--- config.mk ---
export PLATFORM = sky130hd
export DESIGN_NAME = reg_cycle_seq
export DESIGN_NICKNAME = d
export VERILOG_FILES = /design/src/rtl/qsic_bus_pkg.sv /design/src/rtl/edge_det.sv /design/src/rtl/reg_cycle_seq.sv
export SDC_FILE = /design/constraint.sdc
export NUM_CORES = 1
export LEC_CHECK = 0
export CORE_MARGIN = 1.5
export CORE_UTILIZATION = 41
export DETAILED_ROUTE_END_ITERATION = 8
export PLACE_DENSITY = 0.79
export SYNTH_ARGS = -nofsm -noshare
export SYNTH_HDL_FRONTEND = slang
export SYNTH_SLANG_ARGS = --single-unit
--- constraint.sdc ---
create_clock -name clk -period 2.6 [get_ports clk]
set_input_delay 0.39 -clock clk [delete_from_list [all_inputs] [get_ports clk]]
set_output_delay 0.39 -clock clk [all_outputs]
set_load 0.01 [all_outputs]
--- src/rtl/qsic_bus_pkg.sv ---
// qsic_bus_pkg: definitions shared by the QBUS slave front ends.
//   bus_state_t : register-cycle sequencer state encoding
//   BS7_IOPAGE  : level of bus_bs7 that selects the I/O page
//   WBE_*       : byte-enable codes presented with reg_wr
package qsic_bus_pkg;

    typedef enum logic [2:0] {
        ST_IDLE   = 3'd0,
        ST_ADDR   = 3'd1,
        ST_READY  = 3'd2,
        ST_WSET   = 3'd3,
        ST_WSTB   = 3'd4,
        ST_RHOLD  = 3'd5,
        ST_WHOLD  = 3'd6,
        ST_IGNORE = 3'd7
    } bus_state_t;

    localparam logic       BS7_IOPAGE = 1'b1;
    localparam logic [1:0] WBE_WORD   = 2'b11;
    localparam logic [1:0] WBE_LO     = 2'b01;
    localparam logic [1:0] WBE_HI     = 2'b10;

    // Byte enables for a write: a word write enables both lanes, a byte
    // write enables the lane picked by the address byte-select bit.
    function automatic logic [1:0] wbe_for(input logic wtbt, input logic addr0);
        if (!wtbt)
            return WBE_WORD;
        return addr0 ? WBE_HI : WBE_LO;
    endfunction

endpackage

--- src/rtl/edge_det.sv ---
// edge_det: rising-edge detector for an already-synchronised level.
//   clk  in  : system clock
//   d    in  : synchronised level
//   rise out : high for the clock in which d is 1 and was 0 on the previous edge
// The history register is deliberately not reset: it keeps tracking d while
// the system is in reset, so a line that is already high when reset is
// released is not reported as a fresh rising edge.
module edge_det (
    input  logic clk,
    input  logic d,
    output logic rise
);

    logic prev;

    always_ff @(posedge clk) begin
        prev <= d;
    end

    assign rise = d & ~prev;

endmodule

--- src/rtl/reg_cycle_seq.sv ---
// reg_cycle_seq: sequences QBUS slave register cycles onto the register
// read mux and the device write strobes.
//   clk, reset       : system clock, synchronous active-high reset
//   bus_sync/addr/bs7: address phase, latched on the SYNC rising edge
//   bus_din/dout     : read / write strobes (synchronised)
//   bus_wtbt/wdata   : byte-write flag and write data
//   reg_addr/reg_sel : latched address and cycle-active qualifier to decoders
//   reg_addr_match   : OR of all device match lines
//   reg_rdata        : muxed read data
//   reg_wr/wbe/wdata : one-clock write strobe with byte enables and data
//   bus_rdata/_oe    : read reply data and driver enable
//   bus_rply         : RPLY to the bus
// All control outputs are decoded from the registered state, so they are
// clean flop-timed levels.
module reg_cycle_seq
    import qsic_bus_pkg::*;
#(
    parameter int AW       = 13,
    parameter int RD_WAIT  = 2,
    parameter int WR_SETUP = 1
) (
    input  logic          clk,
    input  logic          reset,
    input  logic          bus_sync,
    input  logic [AW-1:0] bus_addr,
    input  logic          bus_bs7,
    input  logic          bus_din,
    input  logic          bus_dout,
    input  logic          bus_wtbt,
    input  logic [15:0]   bus_wdata,
    output logic [AW-1:0] reg_addr,
    output logic          reg_sel,
    input  logic          reg_addr_match,
    input  logic [15:0]   reg_rdata,
    output logic          reg_wr,
    output logic [1:0]    reg_wbe,
    output logic [15:0]   reg_wdata,
    output logic [15:0]   bus_rdata,
    output logic          bus_rdata_oe,
    output logic          bus_rply
);

    localparam int CMAX = (RD_WAIT > WR_SETUP) ? RD_WAIT : WR_SETUP;
    localparam int CW   = $clog2(CMAX + 1);
    localparam logic [CW-1:0] RD_LAST  = CW'(RD_WAIT - 1);
    localparam logic [CW-1:0] WR_LAST  = CW'(WR_SETUP - 1);
    localparam logic [CW-1:0] CNT_SAT  = CW'(CMAX);

    bus_state_t    state, state_next;
    logic [CW-1:0] cnt;
    logic [1:0]    wbe_q;
    logic          sync_rise;

    edge_det u_sync_edge (
        .clk  (clk),
        .d    (bus_sync),
        .rise (sync_rise)
    );

    always_ff @(posedge clk) begin
        if (reset)
            state <= ST_IDLE;
        else
            state <= state_next;
    end

    always_comb begin
        state_next = state;
        if (state == ST_IDLE) begin
            if (sync_rise)
                state_next = (bus_bs7 == BS7_IOPAGE) ? ST_ADDR : ST_IGNORE;
        end else if (!bus_sync) begin
            // SYNC negation aborts everything; a strobe already in WSTB is
            // a Moore output of that state and so finishes its one clock.
            state_next = ST_IDLE;
        end else begin
            unique case (state)
                ST_ADDR:   if (cnt == RD_LAST)
                               state_next = reg_addr_match ? ST_READY : ST_IGNORE;
                ST_READY:  if (bus_din)
                               state_next = ST_RHOLD;   // DIN wins over DOUT
                           else if (bus_dout)
                               state_next = ST_WSET;
                ST_WSET:   if (!bus_dout)
                               state_next = ST_READY;   // DOUT withdrawn before data settled
                           else if (cnt == WR_LAST)
                               state_next = ST_WSTB;
                ST_WSTB:   state_next = ST_WHOLD;
                ST_RHOLD:  if (!bus_din)  state_next = ST_READY;
                ST_WHOLD:  if (!bus_dout) state_next = ST_READY;
                default:   state_next = state;          // IGNORE waits for SYNC to drop
            endcase
        end
    end

    // Wait counter restarts on every state change and saturates.
    always_ff @(posedge clk) begin
        if (reset)
            cnt <= '0;
        else if (state_next != state)
            cnt <= '0;
        else if (cnt != CNT_SAT)
            cnt <= cnt + 1'b1;
    end

    always_ff @(posedge clk) begin
        if (reset) begin
            reg_addr  <= '0;
            reg_wdata <= '0;
            wbe_q     <= '0;
            bus_rdata <= '0;
        end else begin
            if (state == ST_IDLE && state_next == ST_ADDR)
                reg_addr <= bus_addr;
            else if (state != ST_IGNORE && state_next == ST_IGNORE)
                reg_addr <= '0;
            if (state == ST_WSET && state_next == ST_WSTB) begin
                reg_wdata <= bus_wdata;
                wbe_q     <= wbe_for(bus_wtbt, reg_addr[0]);
            end
            // Captured once on entry to RHOLD, so it stays put while OE is up.
            if (state == ST_READY && state_next == ST_RHOLD)
                bus_rdata <= reg_rdata;
        end
    end

    assign reg_sel      = (state != ST_IDLE) && (state != ST_IGNORE);
    assign reg_wr       = (state == ST_WSTB);
    assign reg_wbe      = reg_wr ? wbe_q : 2'b00;
    assign bus_rdata_oe = (state == ST_RHOLD);
    assign bus_rply     = (state == ST_RHOLD) || (state == ST_WHOLD);

endmodule
==> results of run 1 <==
## routing by layer
| layer | global-route usage, % | vias up | routed length, um |
|---|---|---|---|
| li1 | - | 1127 | - |
| met3 | 3.95 | 14 | 445 |
| met2 | 32.4 | 108 | 2800 |
| met5 | 0 | - | 0 |
| met4 | 6.79 | 0 | 113 |
| met1 | 23.7 | 1025 | 2510 |
## synth_stat cells (3+ instances only)
| cell type | instances |
|---|---|
| clkbuf_1 | 7 |
| nor2b_1 | 3 |
| a21oi_1 | 39 |
| a22o_1 | 13 |
| ha_1 | 3 |
| nor2_1 | 10 |
| nor3_1 | 7 |
| buf_2 | 6 |
| o21ai_0 | 4 |
| inv_1 | 8 |
| nand2_1 | 67 |
| nand3_1 | 9 |
| and3_1 | 6 |
| dfxtp_1 | 53 |
| buf_6 | 4 |
## critical path, stage by stage (launching register included)
cell and delay, ps:
dfxtp_1 660, inv_1 300, nor3_1 260, clkdlybuf4s50_1 570
## worst max path at each step
stage | startpoint | endpoint | slack, ps | depth (start not counted)
final | state[2] | reg_wr | 130 | 3
after global routing | state[2] | reg_sel | 40 | 4
after CTS | state[2] | reg_wr | 170 | 3
after detailed placement | bus_sync | reg_addr[6] | 140 | 6
after global placement | bus_sync | reg_addr[6] | 150 | 6
after floorplan | cnt[0] | reg_addr[0] | 760 | 8
## through the flow
stage | power, mW | util [%] | std cells | instance area, sq um | hold slack, ps
floorplan | 1.11 | - | 270 | 2310 | 418
global placement | 1.28 | 61.6 | 434 | 3370 | 441
detailed placement | 1.28 | 61.6 | 434 | 3370 | 446
CTS | 1.74 | 63.3 | 441 | 3460 | 459
global route | 1.80 | 63.3 | 441 | 3460 | 482
finish | 1.72 | 63.3 | 441 | 3460 | 456
## cell type report
cell class	count	area [sq um]	share of cell area, %
repair buffers	110	1080	31.3
clock inverters	1	7.51	0.217
multi-input cells	191	1110	32.0
flip-flops and latches	53	1060	30.6
inverters	8	30.0	0.867
well taps	72	90.1	2.60
clock buffers	6	82.6	2.39
## cell usage in the layout (no fill, tap or decap), types with 7 or more instances in the layout
cell	count
buf_4	7
clkdlybuf4s50_1	103
nor2_1	10
dfxtp_1	53
nand3_1	9
a22o_1	13
nor3_1	7
a21oi_1	39
inv_1	8
nand2_1	67
## state kept, by name (all words and copies together), names as in the netlist
name and flops:
reg_addr 13, state 3, reg_wdata 16, cnt 2, bus_rdata 16, u_sync_edge.prev 1, wbe_q 2
## power by group through the flow
stage / clock (mW) / sequential [mW] / combinational [mW]
final: 0.459 / 0.882 / 0.383
after global routing: 0.502 / 0.887 / 0.411
after CTS: 0.475 / 0.882 / 0.380
after detailed placement: 0 / 0.900 / 0.377
after global placement: 0 / 0.900 / 0.375
after floorplan: 0 / 0.895 / 0.211
## cells by family (layout without fill, tap and decap cells)
| logic type | Yosys count | in the layout |
|---|---|---|
| buffers and inverters | 26 | 125 |
| DFF | 53 | 53 |
| and+or+nand+nor | 113 | 113 |
| xor gates and xnor gates | 2 | 2 |
| adders and majority gates | 3 | 3 |
| AOI/OAI and AO/OA | 73 | 73 |
==> summary.md, run 1 <==
| Metric | Value |
|---|---|
| Outcome | finished clean |
| WL per Instance | about 13 um |
| CP endpoint kind | primary output |
| CTS buffer count | 5 |
| Final Slew Violations | 0 |
| Peak supply drop | 0.281 mV |
| Filler cells | between 400 and 500 |
| Int Power | roughly 1.3 mW |
| Vias | roughly 2300 |
| Number of global-route vias before repair | approximately 2100 |
| Syn Nets | between 300 and 400 |
| Worst Hold Endpoint | bus_rdata[15] |
| WHS Path Cells | 2 |
| Pre-CTS WS | approximately 140 ps |
| Clock Power Share | 26.7% |
| Final layout net count | roughly 430 |
| Clock skew | between 3 and 4 ps |
| Remaining Overflow, GRT | 0 |
| Number of synthesized flops with an enable pin | 0 |
| WP data required | 2210 ps |
| Drt drc | 0 |
| CTS hold repair buffers | 0 |
| FFs w/ async S/R, synth | 0% |
| First-pass GRT wire length | a little over 9 mm |
| Clk_lat worst skew | approximately 290 ps |
| Largest family of logic cells by synthesized area | compound AO/OA/AOI/OAI gates |
| Minimum clock period | 2470 ps |
| Leakage power | between 1 and 1.5 nW |
| Compound-gate portion of the synthesized area | between 20% and 30% |
| Antenna Violating Nets Remaining | 0 |
| CTS root buffer | clkbuf_8 |
| Syn avg cell area | 8.55 sq um |
| Synth warnings | 0 |
| Synth-to-Final Area Change | 50.1% |
| Slew HR | 53.1% |
| CP Launch Type | flip-flop |
| Post-synth cell types | 46 |
| CTS max path bufs | 2 |
| CTS tree | built |
| Port Buf Inserts | slightly above 100 |
| Sequential share of power | between 50% and 60% |
| Hold Crit Start | bus_rdata[15] |
| Synth top area cells | dfxtp_1 (46%), nand2_1 (11%), a21oi_1 (8.5%) |
| Sw frac | 26.4% |
| Period utilisation layout | between 90 and 100% |
| FF-to-FF Start | state[1] |
| Slew @ Worst Pin | roughly 700 ps |
| Gate power share | between 20% and 30% |
| Die Ht | 78.0 um |
| WP data arrival | 2080 ps |
| Ys flop type | dfxtp_1 |
| CTS H-tree lvls | 2 |
| GP Congestion | about 0.92 |
| Largest net degree at the start of global routing | 35 |
| Final wirelength | 5.87 mm |
| Cts repair resizes | 0 |
| Post-synthesis mux area share | 0% |
| Yosys reg bits | 53 |
| Sw power | around 460 uW |
| Fraction of layout cells with a size suffix above 1 | between 6 and 7% |
| IO Count | 104 |
| Starting Density | between 40 and 50% |
| Initial antenna violation count | 0 |
| CP Class | reg -> out |
| Drt pass-1 iters | 4 |
| Setup TNS | 0 ps |
| Row cnt | 27 |
| End of the worst register-to-register path | reg_addr[5] |
| Max-cap viol count | 0 |
| N_diodes | 0 |
| R2R depth | 5 |
| Core ar. | roughly 5500 sq um |
| Die area | 6090 sq um |
| R2R setup slack | 320 ps |
| Adder-cell area share of the yosys netlist | 1.63% |
| Cell area after synthesis | 2310 sq um |
| Cells after synthesis | between 200 and 300 |
| Synth top area share | 46.0% |
| Worst setup margin | 125 ps |
| Post-Synth XOR/XNOR Area | less than 1% |
| CP Max Fanout | 15 |
| Simple-Gate Fraction of Synth Area | ~22% |
| Final setup fails | 0 |
| Post-CTS Setup Inserts | 0 |
| Final Hold Fails | 0 |
| DPL Wire Length | 4.25 mm |
| Hold Path Class | reg -> reg |
| Unrepaired setup endpoints after global routing | no |
| Via/cell ratio | 5.16 |
| Total GRT Usage | about a fifth |
| Worst-path clk slew | roughly 90 ps |
| Peak Freq | about 400 MHz |
| Leading area contributor after synthesis | dfxtp_1 |
| Die Wd | between 70 and 80 um |
| Total clock sinks | 53 |
| Post-synthesis sequential area ratio | 46.0% |
| P per Cell Area | between 400 and 500 nW/um^2 |
| DRT iter0 DRCs | between 200 and 250 |
Power figures use the tool's default switching activity.
==> run 2, diff against run 1 <==
--- a/config.mk
+++ b/config.mk
@@ -7,8 +7,11 @@
 export LEC_CHECK = 0
 export CORE_MARGIN = 1.5
 export CORE_UTILIZATION = 41
+export CTS_CLUSTER_SIZE = 28
 export DETAILED_ROUTE_END_ITERATION = 8
+export MAX_ROUTING_LAYER = met4
 export PLACE_DENSITY = 0.79
+export SKIP_CTS_REPAIR_TIMING = 1
 export SYNTH_ARGS = -nofsm -noshare
 export SYNTH_HDL_FRONTEND = slang
 export SYNTH_SLANG_ARGS = --single-unit
==> run 2 against run 1 <==
Die area did not move. Sequential power barely moved. Total power barely moved. Fmax rose by 6.6%. Highest routed layer unchanged. Clock power barely moved. Register-to-register slack improved by 20 ps. Critical path type unchanged. Clock-buffer cell count did not move. Final area rose by 0.14%. Via count fell by 1.5%.
==> summary.md, run 2 (synthesized netlist as in run 1, its figures left out) <==
| Metric | Value |
|---|---|
| Outcome | finished clean |
| Worst-path clk slew | 100 ps (about the same) |
| Hold Crit Start | bus_rdata[15] |
| Peak supply drop | 0.283 mV (+0.66%) |
| IO Count | 104 (unchanged) |
| Most frequent cells in the layout | clkdlybuf4s50_1 (103), nand2_1 (67), dfxtp_1 (52), a21oi_1 (39), a22o_1 (13) |
| Biggest regs | bus_rdata (16), reg_wdata (16), reg_addr (13) |
| First-pass GRT wire length | 9.49 mm (+1.8%) |
| Antenna Violating Nets Remaining | 0 (unchanged) |
| Worst Setup SP | state[0] |
| Final layout net count | 426 (+0.24%) |
| Clk_lat worst skew | 300 ps (about the same) |
| DRT iter0 DRCs | 252 (+5.9%) |
| Final wirelength | 5.87 mm (unchanged) |
| Largest net degree at the start of global routing | 35 (unchanged) |
| Minimum clock period | 2320 ps (-154 ps) |
| CTS root buffer | clkbuf_8 |
| Hold Path Class | reg -> reg |
| CTS tree | built |
| CP Max Fanout | 13 (-2) |
| Final Cell Area | 3470 sq um (+0.14%) |
| R2R setup slack | 340 ps (+20 ps) |
| Final Slew Violations | 0 (unchanged) |
| CP Class | reg -> out |
| Worst setup margin | 279 ps (+154 ps) |
| GP Congestion | 0.944 (+2.6%) |
| CTS buffer count | 5 (unchanged) |
| R2R depth | 7 (+2) |
| Final setup fails | 0 (unchanged) |
| FF-to-FF Start | cnt[0] |
| WP data required | 2210 ps (about the same) |
| Slew HR | 48.6% (-4.6 points) |
| Commonest non-fill, non-tap cell in the layout | clkdlybuf4s50_1 |
| Die Ht | 78.0 um (unchanged) |
| WP data arrival | 1930 ps (-150 ps) |
| Via/cell ratio | 5.06 (-1.9%) |
| Vias | 2241 (-1.5%) |
| CP endpoint kind | primary output |
| Core ar. | 5470 sq um (unchanged) |
| Peak Freq | 431 MHz (+6.6%) |
| Total GRT Usage | 20.2% (+1.2 points) |
| WHS Path Cells | 2 (unchanged) |
| CTS H-tree lvls | 2 (unchanged) |
| Pre-CTS WS | 87.9 ps (-57.1 ps) |
| Fraction of layout cells with a size suffix above 1 | 7.01% (+0.50 points) |
| P per Cell Area | 498 nW/um^2 (about the same) |
| Leakage power | 1.23 nW (+0.65%) |
| CP Launch Type | flip-flop |
| Slew @ Worst Pin | 771 ps (+68.3 ps) |
| Max-cap viol count | 0 (unchanged) |
| Clock skew | 4.83 ps (+1.44 ps) |
| CTS max path bufs | 2 (unchanged) |
| N_diodes | 0 (unchanged) |
| Port Buf Inserts | 103 (unchanged) |
| Initial antenna violation count | 0 (unchanged) |
| Setup TNS | 0 ps (unchanged) |
| WL per Instance | 13.2 um (-0.45%) |
| DPL Wire Length | 4.26 mm (+0.34%) |
| Synth-to-Final Area Change | 50.3% |
| Remaining Overflow, GRT | 0 (unchanged) |
| Unrepaired setup endpoints after global routing | no |
| Starting Density | 42.2% (unchanged) |
| Total clock sinks | 53 (unchanged) |
| Row cnt | 27 (unchanged) |
| Drt pass-1 iters | 4 (unchanged) |
| Die Wd | 78.0 um (unchanged) |
| Placement-stage cell area | 3380 sq um (+0.22%) |
| Final Hold Fails | 0 (unchanged) |
| Period utilisation layout | 89.3% (-5.9 points) |
| Die area | 6090 sq um (unchanged) |
| Drt drc | 0 (unchanged) |
| Number of global-route vias before repair | 2041 (-3.0%) |
run 2: path summary, 6_finish.rpt:
check / to
worst max-delay path: bus_rdata_oe
worst min-delay path: bus_rdata[15]
worst max register to register: reg_addr[1]
worst min register to register: bus_rdata[15]
run 2: power breakdown:
part	total [mW]	internal, mW	switching (mW)
Sequential	0.881	0.846	0.0347
Clock	0.460	0.193	0.267
Combinational	0.385	0.213	0.172
Total	1.73	1.25	0.474
run 2: metal layers:
metal	track usage [%]	part of all wire (%)	up-vias
li1	-	-	1127
met1	24.9	43	1010
met2	32.7	49	94
met3	4.07	6.2	10
met4	7.86	1.7	0
met5	-	0	-
run 2: final cells by class:
type / count / area [sq um]
well taps: 72 / 90.1
multi-input cells: 191 / 1110
clock buffers: 6 / 72.6
inverters: 8 / 30.0
clock inverters: 2 / 13.8
repair buffers: 111 / 1090
flip-flops and latches: 53 / 1060
fillers: 508 / 2010
run 2: stage by stage:
stage / util [%] / total power [mW] / std cells / hold WS [ps]
2_1_floorplan: - / 1.11 / 270 / 418
3_3_place_gp: 61.8 / 1.28 / 435 / 441
3_5_place_dp: 61.8 / 1.28 / 435 / 445
4_1_cts: 63.3 / 1.74 / 443 / 459
5_1_grt: 63.4 / 1.82 / 443 / 478
6_report: 63.4 / 1.73 / 443 / 458
run 2: worst max-delay path, stage by stage (launching register included):
cell and delay (ps):
dfxtp_1 620, inv_1 220, nor3_1 230, clkdlybuf4s50_1 560
